===== src/rtl/main_mem_ctrl.sv =====
// rtl/main_mem_ctrl.sv - two-requester round-robin block-transfer controller for the main memory array
module main_mem_ctrl #(
  parameter int BLOCKS     = 1048576,
  parameter int WORDS      = 16,
  parameter int WORD_W     = 32,
  parameter int ACCESS_LAT = 4,
  parameter int BLK_W      = $clog2(BLOCKS),
  parameter int BEAT_W     = $clog2(WORDS)
) (
  input  logic                  clk,
  input  logic                  rst,
  input  logic [1:0]            req,
  input  logic [1:0]            we,
  input  logic [2*BLK_W-1:0]    blk,
  input  logic [2*WORD_W-1:0]   wdata,
  output logic [1:0]            gnt,
  output logic [BEAT_W-1:0]     beat,
  output logic [1:0]            rvalid,
  output logic [WORD_W-1:0]     rdata,
  output logic [BEAT_W-1:0]     rword,
  output logic [1:0]            done,
  output logic                  mem_en,
  output logic                  mem_we,
  output logic [BLK_W-1:0]      mem_blk,
  output logic [BEAT_W-1:0]     mem_word,
  output logic [WORD_W-1:0]     mem_wdata,
  input  logic [WORD_W-1:0]     mem_rdata
);

  // Latency counter only needs to hold ACCESS_LAT-1; keep at least one bit.
  localparam int LAT_W = (ACCESS_LAT > 1) ? $clog2(ACCESS_LAT) : 1;

  typedef enum logic [1:0] {
    S_IDLE,
    S_WAIT,
    S_XFER,
    S_DONE
  } state_t;

  state_t             state;
  logic               owner;
  logic               last_owner;
  logic               we_q;
  logic [BLK_W-1:0]   blk_q;
  logic [LAT_W-1:0]   lat_cnt;
  logic [WORD_W-1:0]  rdata_q;
  logic               win;

  // Round-robin pick: a lone requester wins, a tie goes to whoever did not own last.
  always_comb begin
    win = req[1];
    if (req == 2'b11) begin
      win = ~last_owner;
    end
  end

  // Transaction sequencer: grant, access latency, 16-beat burst, completion pulse.
  always_ff @(posedge clk or posedge rst) begin
    if (rst) begin
      state      <= S_IDLE;
      owner      <= 1'b0;
      last_owner <= 1'b1;
      we_q       <= 1'b0;
      blk_q      <= '0;
      lat_cnt    <= '0;
      beat       <= '0;
      gnt        <= '0;
      done       <= '0;
      rvalid     <= '0;
      rword      <= '0;
      mem_en     <= 1'b0;
    end else begin
      gnt    <= '0;
      done   <= '0;
      rvalid <= '0;
      rword  <= beat;
      case (state)
        S_IDLE: begin
          if (|req) begin
            owner      <= win;
            last_owner <= win;
            we_q       <= we[win];
            blk_q      <= win ? blk[2*BLK_W-1:BLK_W] : blk[BLK_W-1:0];
            lat_cnt    <= LAT_W'(ACCESS_LAT - 1);
            gnt[win]   <= 1'b1;
            state      <= S_WAIT;
          end
        end
        S_WAIT: begin
          if (lat_cnt == '0) begin
            beat   <= '0;
            mem_en <= 1'b1;
            state  <= S_XFER;
          end else begin
            lat_cnt <= lat_cnt - 1'b1;
          end
        end
        S_XFER: begin
          rvalid[owner] <= ~we_q;
          if (beat == BEAT_W'(WORDS - 1)) begin
            beat        <= '0;
            mem_en      <= 1'b0;
            done[owner] <= 1'b1;
            state       <= S_DONE;
          end else begin
            beat <= beat + 1'b1;
          end
        end
        S_DONE: begin
          state <= S_IDLE;
        end
        default: begin
          state <= S_IDLE;
        end
      endcase
    end
  end

  // Keep the last delivered read word so rdata is stable between read beats.
  always_ff @(posedge clk or posedge rst) begin
    if (rst) begin
      rdata_q <= '0;
    end else if (|rvalid) begin
      rdata_q <= mem_rdata;
    end
  end

  assign rdata     = (|rvalid) ? mem_rdata : rdata_q;
  assign mem_we    = mem_en & we_q;
  assign mem_blk   = mem_en ? blk_q : '0;
  assign mem_word  = beat;
  assign mem_wdata = mem_we ? (owner ? wdata[2*WORD_W-1:WORD_W] : wdata[WORD_W-1:0]) : '0;

endmodule


===== config.mk =====
export PLATFORM = sky130hd
export DESIGN_NAME = main_mem_ctrl
export DESIGN_NICKNAME = d
export VERILOG_FILES = /design/src/rtl/main_mem_ctrl.sv
export SDC_FILE = /design/constraint.sdc
export NUM_CORES = 1
export LEC_CHECK = 0
export ABC_AREA = 1
export CORE_MARGIN = 5
export CORE_UTILIZATION = 30
export CTS_BUF_LIST = sky130_fd_sc_hd__clkbuf_8
export DETAILED_ROUTE_END_ITERATION = 10
export PLACE_DENSITY_LB_ADDON = 0.08
export SLEW_MARGIN = 0
export SYNTH_ARGS = -nofsm -noshare
export SYNTH_HDL_FRONTEND = slang
export SYNTH_SLANG_ARGS = --single-unit

===== constraint.sdc =====
create_clock -name clk -period 4.8 [get_ports clk]
set_input_delay 0.96 -clock clk [delete_from_list [all_inputs] [get_ports clk]]
set_output_delay 0.96 -clock clk [all_outputs]
set_load 0.01 [all_outputs]

==> impl_metrics.yaml <==
run_status:
  outcome: "finished, final reports clean"
synthesis:
  netlist-cell-type-count: 25
  ys_warn_count: 0
  synth_area_um2: 3940
  synth_edf_count: 0
  synthCells: 547
  synth_top_area_cell: "dfrtp_1"
  synth.area.top_cells: "dfrtp_1 (46%), nand2_1 (21%), o21ai_0 (7.0%)"
  async_reset_ff_frac: 1.00
  synth-seq-area-share: 0.470
  synth_flop_cell: "dfrtp_1"
  syn-num-nets: 694
  synth.avg_cell_area_um2: 7.21
  ys_ff_latch: 74
  synth_top_area_share: 0.463
routing:
  vias_per_cell: 4.38
  drc: 0
  ant_nets: 0
  dr.pass1.iters: 4
  drt-total-wl_um: 13400
  wl_per_cell_um: 14.1
  routed-via-count: 4159
  drtIter0Drc: 263
critical_path:
  crit_path_cell_trace: "buf_4, nor2_2, nand2_1, nand2_1, clkdlybuf4s50_1"
  critPathRequiredTime_ps: 3840
  r2r_setup_slack_ps: 2910
  cp-start-kind: "register"
  critPathMaxStageDelay_ps: 940
  crit_family: "simple AND/OR/NAND/NOR gates"
  cpMostUsedCell: "nand2_1"
  cp.arrival_ps: 2700
  r2r_start: "rvalid[1]"
  r2r-end: "rdata_q[18]"
  reg2regPathDepth: 4
  critPathBufInv: 2
  path_class: "reg -> out"
  critical_path.max_fanout: 34
  endpoint_kind: "output port"
  slowest_stage: "nor2_2"
grt:
  grt_pass1_wl_um: 22100
  grt_max_degree: 44
  grt_overflow: 0
  antenna_found_initial: 0
  gr-usage-met3: 0.0485
  track_usage: 0.170
  use_met1: 0.213
  top_usage_layer: "met2"
  grt_pass1_vias: 4141
  use_met2: 0.288
timing:
  slew_viol_final: 0
  fin_tns_setup_ps: 0
  min_period_ps: 3660
  finalWorstSetupSlack_ps: 1140
  clock_skew_ps: 10.8
  finalHoldViolCount: 0
  finalSetupViolCount: 0
  tightest_slew_ps: 1190
  max_slew_margin: 0.208
  rsz0062_at_grt: "false"
  min_period_over_period: 0.762
  fmax_mhz: 273
clock_network:
  postCtsSetupBuffers: 0
  htreeDepth: 3
  clk_path_buf_depth: 2
  clk-insertion-delay-late_ps: 340
  clock_sinks: 74
  clk_pin_slew_ps: 70
  cts_buffers: 9
  ctsHoldBuffers: 0
  cts_root_buffer: "clkbuf_8"
  cts_resized: 0
  cts_tree: "built"
finish:
  layout_commonest_cell: "clkdlybuf4s50_1"
  drive_above_1_share: 0.0424
  nFillCells: 1229
  diodes: 0
  multi_input_area_um2: 1680
  nNetsFinal: 920
  seqCellArea_um2: 1850
  area_growth_pct: 70.3
  final_area_um2: 6710
  layout_common_cells: "clkdlybuf4s50_1 (245), nand2_1 (221), dfrtp_1 (73), o21ai_0 (55), inv_1 (52)"
floorplanning:
  chipWidth_um: 125
  initial_core_util: 0.309
  fp-row-count: 41
  io_pins: 246
  coreArea_um2: 12800
  dieArea_um2: 15500
  die_h_um: 125
worst_hold_path:
  hold_depth: 2
  min_to: "rdata_q[25]"
  min_from: "rdata_q[25]"
  hp-class: "reg -> reg"
job:
  maxCapViolCount: 0
place:
  pre_cts_ws_ps: 1400
  place_area_um2: 6450
  dp_hpwl_um: 9910
  io_buffers: 245
  place.gp.congestion: 0.797
power:
  p_leak_nw: 3.19
  power_density_nw_per_um2: 564
  vdd_drop_max_mv: 0.227
## state kept, by name, summed over array words and instances, names as in the netlist
name / cells
blk_q: 20
last_owner: 1
rword: 4
beat: 4
we_q: 1
state: 2
owner: 1
done: 2
lat_cnt: 2
rvalid: 2
mem_en: 1
gnt: 2
rdata_q: 32
## worst max path at each step
stage | cells past startpoint | startpoint | to | slack [ps]
6_report | 5 | rvalid[1] | rdata[26] | 1140
5_1_grt | 5 | rvalid[1] | rdata[13] | 850
4_1_cts | 5 | rvalid[1] | rdata[18] | 1010
3_5_place_dp | 5 | rvalid[1] | rdata[18] | 1400
3_3_place_gp | 5 | rvalid[1] | rdata[4] | 1420
2_1_floorplan | 1 | rst | beat[0] | 1960
## kinds of logic after synthesis
group / after synthesis / synth area share
AND/OR/NAND/NOR: 265 / 0.265
flip-flops: 74 / 0.470
buffers and inverters: 91 / 0.105
AO/OA/AOI/OAI: 111 / 0.142
adder cells (fa/ha/maj): 5 / 0.0159
multiplexers: 1 / 0.00254
## worst reg2reg max path: cells and delay by family, from the launching register on
family / cells / cell delay (ps)
DFF: 1 / 360
and+or+nand+nor: 3 / 1220
buffers and inverters: 1 / 230
## synth_stat cells (2+ instances only)
master    number
inv_1         53
nand3_1        8
inv_2          3
buf_6          3
nor3_1         4
o21ai_0       55
buf_2          8
dfrtp_1       73
o21ai_1       23
nand2_1      221
a21oi_1       32
nor2_4         2
clkbuf_1      12
buf_4         10
nor2_1        24
nand4_1        3
ha_1           5
## power breakdown
| group | leakage (nW) | total [W] | switching (W) | internal (W) |
|---|---|---|---|---|
| clock network | 0.129 | 0.000639 | 0.000241 | 0.000398 |
| registers | 0.917 | 0.00105 | 0.000128 | 0.000920 |
| logic | 2.14 | 0.00210 | 0.00110 | 0.000997 |
| total | 3.19 | 0.00378 | 0.00147 | 0.00232 |
## routing by layer
layer / vias to the layer above / part of all wire
li1: 2160 / -
met1: 1840 / 0.42
met2: 140 / 0.49
met3: 19 / 0.065
met4: 0 / 0.017
met5: - / 0
## metrics by stage
stage	util	cells	total power [W]	hold WS, ps
3_5_place_dp	0.505	934	0.00318	462
3_3_place_gp	0.505	934	0.00315	456
5_1_grt	0.526	950	0.00411	499
2_1_floorplan	-	547	0.00216	442
4_1_cts	0.526	950	0.00384	481
6_report	0.526	950	0.00378	478
## final cells by class
cell class                      instances  area share
Timing Repair Buffer                  250       0.371
Sequential cell                        74       0.276
Multi-Input combinational cell        382       0.250
Tap cell                              172      0.0321
Inverter                               56      0.0315
Clock inverter                          7      0.0211
Clock buffer                            9      0.0185
(Power assumes the default switching activity.)
